### src/rtl/sipo_frame_ctrl.sv
// Framed serial-to-parallel receiver: start bit, WIDTH data bits, stop bit,
// then a valid/ready handshake on the parallel word.
`timescale 1ns/1ps
module sipo_frame_ctrl #(
  parameter int WIDTH     = 8,
  parameter bit LSB_FIRST = 1'b1
) (
  input  logic             clk,
  input  logic             reset,
  input  logic             bit_en,
  input  logic             si,
  output logic [WIDTH-1:0] po,
  output logic             po_valid,
  input  logic             po_ready,
  output logic             busy,
  output logic             frame_err,
  output logic             overrun,
  input  logic             clr_ovr
);

  localparam int CW = (WIDTH > 1) ? $clog2(WIDTH) : 1;
  localparam logic [CW-1:0] LAST = CW'(WIDTH - 1);

  typedef enum logic [1:0] {IDLE, SHIFT, STOP} state_t;

  state_t           state, nextState;
  logic [CW-1:0]    bitCnt;
  logic [WIDTH-1:0] shiftReg;
  logic             startEn, shiftEn, stopEn;
  logic             bufFree, loadWord, dropWord, badStop;

  always_ff @(posedge clk or negedge reset) begin
    if (!reset) state <= IDLE;
    else        state <= nextState;
  end

  // The buffer counts as free when the consumer takes the old word on this same edge.
  always_comb begin
    nextState = state;
    startEn   = 1'b0;
    shiftEn   = 1'b0;
    stopEn    = 1'b0;
    busy      = 1'b0;
    case (state)
      IDLE: begin
        if (bit_en && !si) begin
          startEn   = 1'b1;
          nextState = SHIFT;
        end
      end
      SHIFT: begin
        busy = 1'b1;
        if (bit_en) begin
          shiftEn = 1'b1;
          if (bitCnt == LAST) nextState = STOP;
        end
      end
      STOP: begin
        busy = 1'b1;
        if (bit_en) begin
          stopEn    = 1'b1;
          nextState = IDLE;
        end
      end
      default: nextState = IDLE;
    endcase
    bufFree  = !po_valid || po_ready;
    loadWord = stopEn && si && bufFree;
    dropWord = stopEn && si && !bufFree;
    badStop  = stopEn && !si;
  end

  always_ff @(posedge clk or negedge reset) begin
    if (!reset) begin
      bitCnt   <= '0;
      shiftReg <= '0;
    end else if (startEn) begin
      bitCnt <= '0;
    end else if (shiftEn) begin
      bitCnt   <= bitCnt + CW'(1);
      shiftReg <= LSB_FIRST ? {si, shiftReg[WIDTH-1:1]} : {shiftReg[WIDTH-2:0], si};
    end
  end

  // Set of overrun wins over a simultaneous clear.
  always_ff @(posedge clk or negedge reset) begin
    if (!reset) begin
      po        <= '0;
      po_valid  <= 1'b0;
      frame_err <= 1'b0;
      overrun   <= 1'b0;
    end else begin
      frame_err <= badStop;
      if (loadWord) begin
        po       <= shiftReg;
        po_valid <= 1'b1;
      end else if (po_valid && po_ready) begin
        po_valid <= 1'b0;
      end
      if (dropWord)     overrun <= 1'b1;
      else if (clr_ovr) overrun <= 1'b0;
    end
  end

endmodule

### config.mk
export PLATFORM = sky130hd
export DESIGN_NAME = sipo_frame_ctrl
export DESIGN_NICKNAME = d
export VERILOG_FILES = /design/src/rtl/sipo_frame_ctrl.sv
export SDC_FILE = /design/constraint.sdc
export NUM_CORES = 1
export LEC_CHECK = 0
export ABC_AREA = 1
export CORE_ASPECT_RATIO = 0.8
export CORE_UTILIZATION = 51
export CTS_CLUSTER_DIAMETER = 120
export DETAILED_ROUTE_END_ITERATION = 6
export PLACE_DENSITY = 0.78
export REMOVE_ABC_BUFFERS = 1
export SKIP_CTS_REPAIR_TIMING = 1
export SLEW_MARGIN = 20
export SYNTH_ARGS = -nofsm -noshare
export SYNTH_HDL_FRONTEND = slang
export SYNTH_SLANG_ARGS = --single-unit
### constraint.sdc
create_clock -name clk -period 1.65 [get_ports clk]
set_clock_uncertainty 0.2 [all_clocks]
set_input_delay 0.33 -clock clk [delete_from_list [all_inputs] [get_ports clk]]
set_output_delay 0.33 -clock clk [all_outputs]
set_load 0.05 [all_outputs]
==> results of run 1 <==
layout make-up:
| class | instances | area [um2] | area share (%) |
|---|---|---|---|
| multi-input cells | 68 | 424 | 27.8 |
| flip-flops and latches | 24 | 601 | 39.4 |
| inverters | 16 | 60.1 | 3.94 |
| repair buffers | 26 | 358 | 23.5 |
| clock buffers | 3 | 22.5 | 1.48 |
| clock inverters | 1 | 30.0 | 1.97 |
| well taps | 24 | 30.0 | 1.97 |
cell usage in the layout (no fill, tap or decap):
cell / count
sky130_fd_sc_hd__nand3_2: 2
sky130_fd_sc_hd__ha_1: 5
sky130_fd_sc_hd__clkbuf_4: 3
sky130_fd_sc_hd__o21bai_2: 1
sky130_fd_sc_hd__buf_4: 9
sky130_fd_sc_hd__nor2_1: 1
sky130_fd_sc_hd__o21ai_2: 8
sky130_fd_sc_hd__o22ai_1: 1
sky130_fd_sc_hd__inv_2: 3
sky130_fd_sc_hd__clkdlybuf4s50_1: 5
sky130_fd_sc_hd__buf_12: 12
sky130_fd_sc_hd__nand2_4: 1
sky130_fd_sc_hd__nand2_1: 33
sky130_fd_sc_hd__nand3_4: 1
sky130_fd_sc_hd__nand3_1: 4
sky130_fd_sc_hd__ha_4: 1
sky130_fd_sc_hd__o21ai_0: 8
sky130_fd_sc_hd__inv_1: 13
sky130_fd_sc_hd__bufinv_16: 1
sky130_fd_sc_hd__dfrtp_1: 24
sky130_fd_sc_hd__nand4_1: 2
cell usage after synthesis (all sizes together):
| library cell | instances | share of area (%) |
|---|---|---|
| nand2 | 34 | 12 |
| buf | 2 | 2.1 |
| nor2 | 1 | 0.35 |
| nand3 | 7 | 4.6 |
| inv | 16 | 5.5 |
| ha | 6 | 6.9 |
| dfrtp | 24 | 55 |
| o21ai | 16 | 10 |
| o21bai | 1 | 0.69 |
| o22ai | 1 | 0.58 |
| nand4 | 2 | 1.2 |
cells by family after synthesis:
kind of cell	Yosys count
simple gates	44
flops	24
compound gates	18
buf+inv	18
fa+ha+maj	6
power by group through the flow:
stage          Combinational, mW  Sequential (mW)  Clock [mW]
6_report                    1.51            0.978       0.414
5_1_grt                     1.63            0.997       0.450
4_1_cts                     1.43            0.972       0.429
3_5_place_dp                1.42            0.984           0
3_3_place_gp                1.37            0.970           0
2_1_floorplan              0.566             1.19           0
metrics by stage:
stage | setup TNS (ns) | setup WS (ns) | hold WS, ns | std cells | util, %
CTS | -0.181 | -0.181 | 0.164 | 160 | 76.4
floorplan | 0 | 0.147 | -0.166 | 108 | -
global route | -0.116 | -0.114 | 0.172 | 162 | 78.4
detailed placement | -2.80 | -0.211 | 0.274 | 156 | 73.7
finish | -0.0713 | -0.0713 | 0.163 | 162 | 78.4
global placement | -1.55 | -0.106 | 0.266 | 156 | 73.7
flip-flops by register name, indices dropped and copies added, names as in the netlist:
| register | cells |
|---|---|
| bitCnt | 3 |
| state | 2 |
| frame_err | 1 |
| overrun | 1 |
| shiftReg | 8 |
| po_valid | 1 |
| po | 8 |
final timing paths:
| kind | end | from | slack (ns) |
|---|---|---|---|
| worst max-delay path | busy | state[0] | -0.07 |
| worst min-delay path | shiftReg[0] | reset | 0.16 |
| worst max register to register | state[1] | state[1] | 0.09 |
| worst min register to register | bitCnt[1] | bitCnt[1] | 0.30 |
| max in group asynchronous | po[6] | reset | 0.84 |
| min in group clk | bitCnt[1] | bitCnt[1] | 0.30 |
critical path: stages, from the launching register on:
cell and delay, ns:
sky130_fd_sc_hd__dfrtp_1 0.42, sky130_fd_sc_hd__inv_2 0.08, sky130_fd_sc_hd__ha_4 0.27, sky130_fd_sc_hd__buf_12 0.12
metal layers:
layer,up-vias,wire length [um]
li1,410,-
met5,-,0
met1,400,864
met2,24,978
met4,0,32
met3,4,110
==> report_table.html, run 1 <==
<table>
<tr><th>Metric</th><th>Value</th></tr>
<tr><th colspan="2">Timing</th></tr>
<tr><td>Number of endpoints with negative hold slack in the final report</td><td>0</td></tr>
<tr><td>Final worst-path setup slack</td><td>-0.0713 ns</td></tr>
<tr><td>Max-Slew Margin vs Limit</td><td>80.2%</td></tr>
<tr><td>Tcrit/Tclk final</td><td>104%</td></tr>
<tr><td>Final Max Slew Viols</td><td>0</td></tr>
<tr><td>Final setup fails</td><td>1</td></tr>
<tr><td>Post-layout min period</td><td>~1.7 ns</td></tr>
<tr><td>Setup repair after global routing missed its margin</td><td>true</td></tr>
<tr><td>Pin slew with the least headroom to its limit</td><td>about 0.30 ns</td></tr>
<tr><td>Peak Freq</td><td>581 MHz</td></tr>
<tr><th colspan="2">Synthesis</th></tr>
<tr><td>Portion of the post-synthesis area used by sequential elements</td><td>55.4%</td></tr>
<tr><td>Synth Register Bits</td><td>24</td></tr>
<tr><td>Post-synthesis adder-cell area fraction</td><td>slightly below 7%</td></tr>
<tr><td>Number of distinct standard cells referenced by the synthesized netlist</td><td>15</td></tr>
<tr><td>Multiplexer share of the synthesized area</td><td>0%</td></tr>
<tr><td>Mean post-synth cell area</td><td>9.85 um2</td></tr>
<tr><td>Synth Area in Compound Gates</td><td>11.4%</td></tr>
<tr><td>Post-synthesis cell count</td><td>110</td></tr>
<tr><td>Synth Area in Simple Gates</td><td>18.6%</td></tr>
<tr><td>Total number of yosys warnings</td><td>0</td></tr>
<tr><td>Dominant combinational cell family by area after synthesis</td><td>simple AND/OR/NAND/NOR gates</td></tr>
<tr><td>Synthesized cell area</td><td>1080 um2</td></tr>
<tr><td>XOR/XNOR Fraction of Synth Area</td><td>0%</td></tr>
<tr><th colspan="2">Outcome</th></tr>
<tr><td>Violated checks</td><td>setup timing</td></tr>
<tr><td>Run status</td><td>finished, violations left</td></tr>
<tr><th colspan="2">Global routing</th></tr>
<tr><td>Fraction of met2 tracks used by global routing</td><td>35.5%</td></tr>
<tr><td>Total routing usage reported by global routing</td><td>a little over a fifth</td></tr>
<tr><td>Global routing met1 resource utilization</td><td>roughly a quarter</td></tr>
<tr><td>Maximum number of pins on one net before global-route repair</td><td>25</td></tr>
<tr><td>Via count of the first global-routing pass</td><td>822</td></tr>
<tr><td>Number of antenna violations at the first check in global routing</td><td>0</td></tr>
<tr><td>Overflow left after global routing</td><td>0</td></tr>
<tr><td>First-pass GRT wire length</td><td>~3400 um</td></tr>
<tr><td>GR met3 Demand/Resource</td><td>around 8.6%</td></tr>
<tr><td>Highest-utilization routing layer at the global route stage</td><td>met2</td></tr>
<tr><th colspan="2">Place</th></tr>
<tr><td>Placement-stage cell area</td><td>~1400 um2</td></tr>
<tr><td>Half-perimeter wire length after placement</td><td>1500 um</td></tr>
<tr><td>Weighted congestion at the end of routability-driven global placement</td><td>0.826</td></tr>
<tr><td>IO Port Bufs</td><td>17</td></tr>
<tr><th colspan="2">Layout</th></tr>
<tr><td>Post-route design area</td><td>~1500 um2</td></tr>
<tr><td>Antenna cells</td><td>0</td></tr>
<tr><td>FILL cells</td><td>about 120</td></tr>
<tr><td>Share of cells above drive strength 1</td><td>30.4%</td></tr>
<tr><td># nets final</td><td>151</td></tr>
<tr><td>Syn-to-layout area delta</td><td>40.8%</td></tr>
<tr><th colspan="2">Power and ir drop</th></tr>
<tr><td>Switching Fraction</td><td>40.5%</td></tr>
<tr><td>Part of the power in the clock network</td><td>14.3%</td></tr>
<tr><td>Sequential share of power</td><td>33.7%</td></tr>
<tr><td>Total net switching power</td><td>about 1.2 mW</td></tr>
<tr><td>Maximum VDD drop</td><td>between 1 and 1.5 mV</td></tr>
<tr><td>Combinational power share</td><td>roughly 52%</td></tr>
<tr><td>Pwr dens</td><td>1900 nW/um2</td></tr>
<tr><td>LEAKAGE</td><td>0.742 nW</td></tr>
<tr><td>Int Power</td><td>1.73 mW</td></tr>
<tr><td>Total Power Consumption</td><td>2.90 mW</td></tr>
<tr><th colspan="2">Worst setup path</th></tr>
<tr><td>Crit. End Element</td><td>output port</td></tr>
<tr><td>Data arrival, critical path</td><td>1.19 ns</td></tr>
<tr><td>CP Max Fanout</td><td>3</td></tr>
<tr><td>Required @ worst endpoint</td><td>1.12 ns</td></tr>
<tr><td>Setup crit start kind</td><td>flip-flop</td></tr>
<tr><td>Worst reg2reg path depth</td><td>6</td></tr>
<tr><td>Startpoint-to-endpoint class of the critical path</td><td>flip-flop to output port</td></tr>
<tr><th colspan="2">Floorplanning</th></tr>
<tr><td>Standard-cell row count</td><td>14</td></tr>
<tr><td># IOs</td><td>18</td></tr>
<tr><td>Chip Width</td><td>roughly 54 um</td></tr>
<tr><td>Initial Utilization</td><td>55.7%</td></tr>
<tr><td>Vert. Die Dim</td><td>43.2 um</td></tr>
<tr><td>Area enclosed by the die boundary</td><td>2310 um2</td></tr>
<tr><td>Core Footprint</td><td>1940 um2</td></tr>
<tr><th colspan="2">CTS</th></tr>
<tr><td>Total clock buffers created by CTS</td><td>3</td></tr>
<tr><td>Clock-pin slew reported for the worst setup and hold paths after clock tree synthesis</td><td>~0.13 ns</td></tr>
<tr><td>Sink count of the clock tree</td><td>24</td></tr>
<tr><td>Latest clock arrival within the worst-skew pair</td><td>0.32 ns</td></tr>
<tr><td>Number of H-tree levels</td><td>1</td></tr>
<tr><td>CTS tree</td><td>built</td></tr>
<tr><td>Max Root-Sink Buffers</td><td>2</td></tr>
<tr><td>Library cell used as clock root buffer</td><td>sky130_fd_sc_hd__clkbuf_4</td></tr>
<tr><th colspan="2">Drt</th></tr>
<tr><td>Post-detailed-route wirelength per cell</td><td>approximately 12 um</td></tr>
<tr><td>Routed wire length</td><td>1990 um</td></tr>
<tr><td>Via count of the routed design</td><td>838</td></tr>
<tr><td>Detailed-router iteration count before antenna repair</td><td>4</td></tr>
<tr><td>Number of vias per cell after detailed routing</td><td>5.17</td></tr>
<tr><td>Violation count after the first detailed-route iteration</td><td>19</td></tr>
<tr><td>Residual DRC count</td><td>0</td></tr>
<tr><td>Number of nets with antenna violations after routing</td><td>0</td></tr>
<tr><th colspan="2">Worst hold path</th></tr>
<tr><td>Worst min path class</td><td>primary input to async pin</td></tr>
<tr><th colspan="2">Job</th></tr>
<tr><td>MaxCap Viol Count</td><td>0</td></tr>
</table>
Note: power is estimated with default switching activity, not from simulation.
==> run 2, diff against run 1 <==
--- a/config.mk
+++ b/config.mk
@@ -8,11 +8,12 @@
 export ABC_AREA = 1
 export CORE_ASPECT_RATIO = 0.8
 export CORE_UTILIZATION = 51
-export CTS_CLUSTER_DIAMETER = 120
+export CTS_CLUSTER_DIAMETER = 100
 export DETAILED_ROUTE_END_ITERATION = 6
 export PLACE_DENSITY = 0.78
 export REMOVE_ABC_BUFFERS = 1
 export SKIP_CTS_REPAIR_TIMING = 1
+export SKIP_LAST_GASP = 1
 export SLEW_MARGIN = 20
 export SYNTH_ARGS = -nofsm -noshare
 export SYNTH_HDL_FRONTEND = slang
==> results of run 2 <==
Same layout as run 1: the final DEF is identical, and so are final timing and power.
==> run 3, diff against run 2 <==
--- a/config.mk
+++ b/config.mk
@@ -7,6 +7,7 @@
 export LEC_CHECK = 0
 export ABC_AREA = 1
 export CORE_ASPECT_RATIO = 0.8
+export CORE_MARGIN = 8
 export CORE_UTILIZATION = 51
 export CTS_CLUSTER_DIAMETER = 100
 export DETAILED_ROUTE_END_ITERATION = 6
==> run 3 against run 2 <==
  * The flow still finishes with violations (setup timing)
  * Worst hold slack got worse by 0.0032 ns
  * Core utilization decreased by 5.7 points
  * Global-route usage down 9.9 points
  * Via count unchanged
  * Final area fell by 0.66%
  * Sequential share of layout area increased by 0.26 points
  * Wire length grew 9.0%
  * Critical path type unchanged
  * Largest power group unchanged
  * Highest routed layer is now met3
==> report_table.html, run 3 (same netlist as run 1, synthesis figures left out) <==
<table>
<tr><th>Metric</th><th>Value</th></tr>
<tr><th colspan="2">Worst hold path</th></tr>
<tr><td>Worst min path class</td><td>primary input to async pin (unchanged)</td></tr>
<tr><th colspan="2">Worst setup path</th></tr>
<tr><td>Setup crit start kind</td><td>flip-flop (unchanged)</td></tr>
<tr><td>Crit. End Element</td><td>output port (unchanged)</td></tr>
<tr><td>Ordered cell list for the critical path</td><td>inv_2 -&gt; ha_4 -&gt; buf_12 (unchanged)</td></tr>
<tr><td>Maximum cell stage delay along the critical path</td><td>0.43 ns (was 0.42 ns)</td></tr>
<tr><td>Max stage delay cell, worst path</td><td>sky130_fd_sc_hd__dfrtp_1 (unchanged)</td></tr>
<tr><td>Startpoint-to-endpoint class of the critical path</td><td>flip-flop to output port (unchanged)</td></tr>
<tr><td>CP Max Fanout</td><td>3 (unchanged)</td></tr>
<tr><td>Number of buffers and inverters on the critical path</td><td>2 (unchanged)</td></tr>
<tr><td>Family of cells with the greatest summed delay on the critical path</td><td>flip-flops (unchanged)</td></tr>
<tr><td>Data arrival, critical path</td><td>1.23 ns (was 1.19 ns)</td></tr>
<tr><td>Required @ worst endpoint</td><td>1.12 ns (about the same)</td></tr>
<tr><th colspan="2">Layout</th></tr>
<tr><td>Final core utilization</td><td>72.7% (was 78.4%)</td></tr>
<tr><td>Share of cells above drive strength 1</td><td>30.4% (unchanged)</td></tr>
<tr><td>FILL cells</td><td>144 (was 123)</td></tr>
<tr><td>Total area of multi-input combinational cells</td><td>440 um2 (was 424 um2)</td></tr>
<tr><td>Total area of sequential cells</td><td>601 um2 (unchanged)</td></tr>
<tr><td>Syn-to-layout area delta</td><td>39.8% (was 40.8%)</td></tr>
<tr><td>Most common cell after layout, fill and taps aside</td><td>sky130_fd_sc_hd__nand2_1 (unchanged)</td></tr>
<tr><td>Leading cell types in the layout, fill and taps excluded</td><td>33 x sky130_fd_sc_hd__nand2_1, 24 x sky130_fd_sc_hd__dfrtp_1, 13 x sky130_fd_sc_hd__inv_1 (unchanged)</td></tr>
<tr><td>Antenna cells</td><td>0 (unchanged)</td></tr>
<tr><td>Largest registers ranked by flip-flop count</td><td>po: 8 flops, shiftReg: 8 flops, bitCnt: 3 flops (unchanged)</td></tr>
<tr><td># nets final</td><td>152 (was 151)</td></tr>
<tr><th colspan="2">Floorplanning</th></tr>
<tr><td>Area enclosed by the die boundary</td><td>3860 um2 (was 2310 um2)</td></tr>
<tr><td>Standard-cell row count</td><td>15 (was 14)</td></tr>
<tr><td>Initial Utilization</td><td>52.0% (was 55.7%)</td></tr>
<tr><td>Chip Width</td><td>67.5 um (was 53.5 um)</td></tr>
<tr><td>Vert. Die Dim</td><td>57.2 um (was 43.2 um)</td></tr>
<tr><td>Core Footprint</td><td>2080 um2 (was 1940 um2)</td></tr>
<tr><td># IOs</td><td>18 (unchanged)</td></tr>
<tr><th colspan="2">Timing</th></tr>
<tr><td>Final setup fails</td><td>3 (was 1)</td></tr>
<tr><td>Tcrit/Tclk final</td><td>106% (was 104%)</td></tr>
<tr><td>Peak Freq</td><td>569 MHz (was 581 MHz)</td></tr>
<tr><td>Final Max Slew Viols</td><td>0 (unchanged)</td></tr>
<tr><td>Setup repair after global routing missed its margin</td><td>true (unchanged)</td></tr>
<tr><td>Post-layout min period</td><td>1.76 ns (was 1.72 ns)</td></tr>
<tr><td>Final worst-path setup slack</td><td>-0.107 ns (was -0.0713 ns)</td></tr>
<tr><td>Pin slew with the least headroom to its limit</td><td>0.403 ns (was 0.296 ns)</td></tr>
<tr><td>Number of endpoints with negative hold slack in the final report</td><td>0 (unchanged)</td></tr>
<tr><td>Max-Slew Margin vs Limit</td><td>73.1% (was 80.2%)</td></tr>
<tr><th colspan="2">Drt</th></tr>
<tr><td>Routed wire length</td><td>2160 um (was 1990 um)</td></tr>
<tr><td>Post-detailed-route wirelength per cell</td><td>13.3 um (was 12.3 um)</td></tr>
<tr><td>Residual DRC count</td><td>0 (unchanged)</td></tr>
<tr><td>Detailed-router iteration count before antenna repair</td><td>5 (was 4)</td></tr>
<tr><td>Via count of the routed design</td><td>838 (unchanged)</td></tr>
<tr><td>Number of nets with antenna violations after routing</td><td>0 (unchanged)</td></tr>
<tr><td>Number of vias per cell after detailed routing</td><td>5.14 (was 5.17)</td></tr>
<tr><td>Violation count after the first detailed-route iteration</td><td>30 (was 19)</td></tr>
<tr><th colspan="2">Global routing</th></tr>
<tr><td>Via count of the first global-routing pass</td><td>826 (was 822)</td></tr>
<tr><td>Maximum number of pins on one net before global-route repair</td><td>25 (unchanged)</td></tr>
<tr><td>First-pass GRT wire length</td><td>3440 um (was 3400 um)</td></tr>
<tr><td>Overflow left after global routing</td><td>0 (unchanged)</td></tr>
<tr><td>Fraction of met2 tracks used by global routing</td><td>19.7% (was 35.5%)</td></tr>
<tr><td>Global routing met1 resource utilization</td><td>13.2% (was 24.5%)</td></tr>
<tr><td>Number of antenna violations at the first check in global routing</td><td>0 (unchanged)</td></tr>
<tr><td>GR met3 Demand/Resource</td><td>3.52% (was 8.60%)</td></tr>
<tr><td>Total routing usage reported by global routing</td><td>11.1% (was 21.1%)</td></tr>
<tr><td>Highest-utilization routing layer at the global route stage</td><td>met2 (unchanged)</td></tr>
<tr><th colspan="2">CTS</th></tr>
<tr><td>Max Root-Sink Buffers</td><td>2 (unchanged)</td></tr>
<tr><td>Latest clock arrival within the worst-skew pair</td><td>0.31 ns (was 0.32 ns)</td></tr>
<tr><td>Number of H-tree levels</td><td>1 (unchanged)</td></tr>
<tr><td>CTS tree</td><td>built (unchanged)</td></tr>
<tr><td>Library cell used as clock root buffer</td><td>sky130_fd_sc_hd__clkbuf_4 (unchanged)</td></tr>
<tr><td>Sink count of the clock tree</td><td>24 (unchanged)</td></tr>
<tr><td>Total clock buffers created by CTS</td><td>3 (unchanged)</td></tr>
<tr><td>Clock-pin slew reported for the worst setup and hold paths after clock tree synthesis</td><td>0.12 ns (was 0.13 ns)</td></tr>
<tr><th colspan="2">Power and ir drop</th></tr>
<tr><td>Maximum VDD drop</td><td>1.13 mV (was 1.40 mV)</td></tr>
<tr><td>Part of the power in the clock network</td><td>8.9% (was 14.3%)</td></tr>
<tr><td>Total Power Consumption</td><td>2.74 mW (was 2.90 mW)</td></tr>
<tr><td>Total net switching power</td><td>1.18 mW (was 1.17 mW)</td></tr>
<tr><td>Sequential share of power</td><td>35.6% (was 33.7%)</td></tr>
<tr><td>Pwr dens</td><td>1810 nW/um2 (was 1900 nW/um2)</td></tr>
<tr><td>Int Power</td><td>1.56 mW (was 1.73 mW)</td></tr>
<tr><td>LEAKAGE</td><td>0.739 nW (was 0.742 nW)</td></tr>
<tr><td>Combinational power share</td><td>55.4% (was 52.1%)</td></tr>
<tr><td>Switching Fraction</td><td>42.9% (was 40.5%)</td></tr>
<tr><th colspan="2">Place</th></tr>
<tr><td>Worst-case setup slack after placement</td><td>-0.218 ns (was -0.211 ns)</td></tr>
<tr><td>IO Port Bufs</td><td>17 (unchanged)</td></tr>
<tr><td>Half-perimeter wire length after placement</td><td>1580 um (was 1500 um)</td></tr>
<tr><td>Weighted congestion at the end of routability-driven global placement</td><td>0.741 (was 0.826)</td></tr>
<tr><th colspan="2">Outcome</th></tr>
<tr><td>Run status</td><td>finished, violations left (unchanged)</td></tr>
<tr><td>Violated checks</td><td>setup timing (unchanged)</td></tr>
<tr><th colspan="2">Job</th></tr>
<tr><td>MaxCap Viol Count</td><td>0 (unchanged)</td></tr>
</table>
## run 3: per-layer routing
layer  part of all wire, %  vias up
met5                     0        -
met4                     0        0
met3                   6.4        0
met2                    51       20
met1                    43      411
li1                      -      407
## run 3: final timing paths
check / startpoint / endpoint / slack [ns] / depth (start not counted)
hold reg to reg: shiftReg[6] / shiftReg[6] / 0.30 / 2
min in group clk: shiftReg[6] / shiftReg[6] / 0.30 / 2
max in group asynchronous: reset / shiftReg[5] / 0.86 / 2
hold / removal: reset / po[1] / 0.16 / 2
setup / recovery: state[1] / busy / -0.11 / 3
setup reg to reg: state[1] / state[0] / -0.03 / 7
## run 3: stage by stage
stage / TNS [ns] / cell area, um2 / hold slack [ns] / std cells
after floorplan: 0 / 1060 / -0.166 / 108
after global placement: -1.49 / 1440 / 0.266 / 158
after detailed placement: -2.77 / 1440 / 0.273 / 158
after CTS: -0.260 / 1470 / 0.165 / 161
after global routing: -0.855 / 1520 / 0.181 / 163
final: -0.168 / 1520 / 0.160 / 163
## run 3: final cells by class
class | instances | area share (%)
Sequential cell | 24 | 39.6
Multi-Input combinational cell | 69 | 29.1
Clock buffer | 3 | 1.49
Timing Repair Buffer | 26 | 23.8
Inverter | 16 | 3.96
Tap cell | 25 | 2.06
## run 3: power by group through the flow
stage / Combinational, mW / Clock, mW / Sequential [mW]
global placement: 1.38 / 0 / 0.969
detailed placement: 1.43 / 0 / 0.982
global route: 1.63 / 0.277 / 1.00
CTS: 1.43 / 0.254 / 0.972
finish: 1.52 / 0.244 / 0.977
floorplan: 0.566 / 0 / 1.19
## run 3: worst register-to-register path, cell delays in order (launching register included)
cell and delay, ns:
sky130_fd_sc_hd__dfrtp_1 0.43, sky130_fd_sc_hd__inv_2 0.08, sky130_fd_sc_hd__buf_4 0.13, sky130_fd_sc_hd__ha_2 0.23
sky130_fd_sc_hd__o21bai_1 0.24, sky130_fd_sc_hd__nand3_1 0.14, sky130_fd_sc_hd__nand2_1 0.08, sky130_fd_sc_hd__nand2_1 0.05
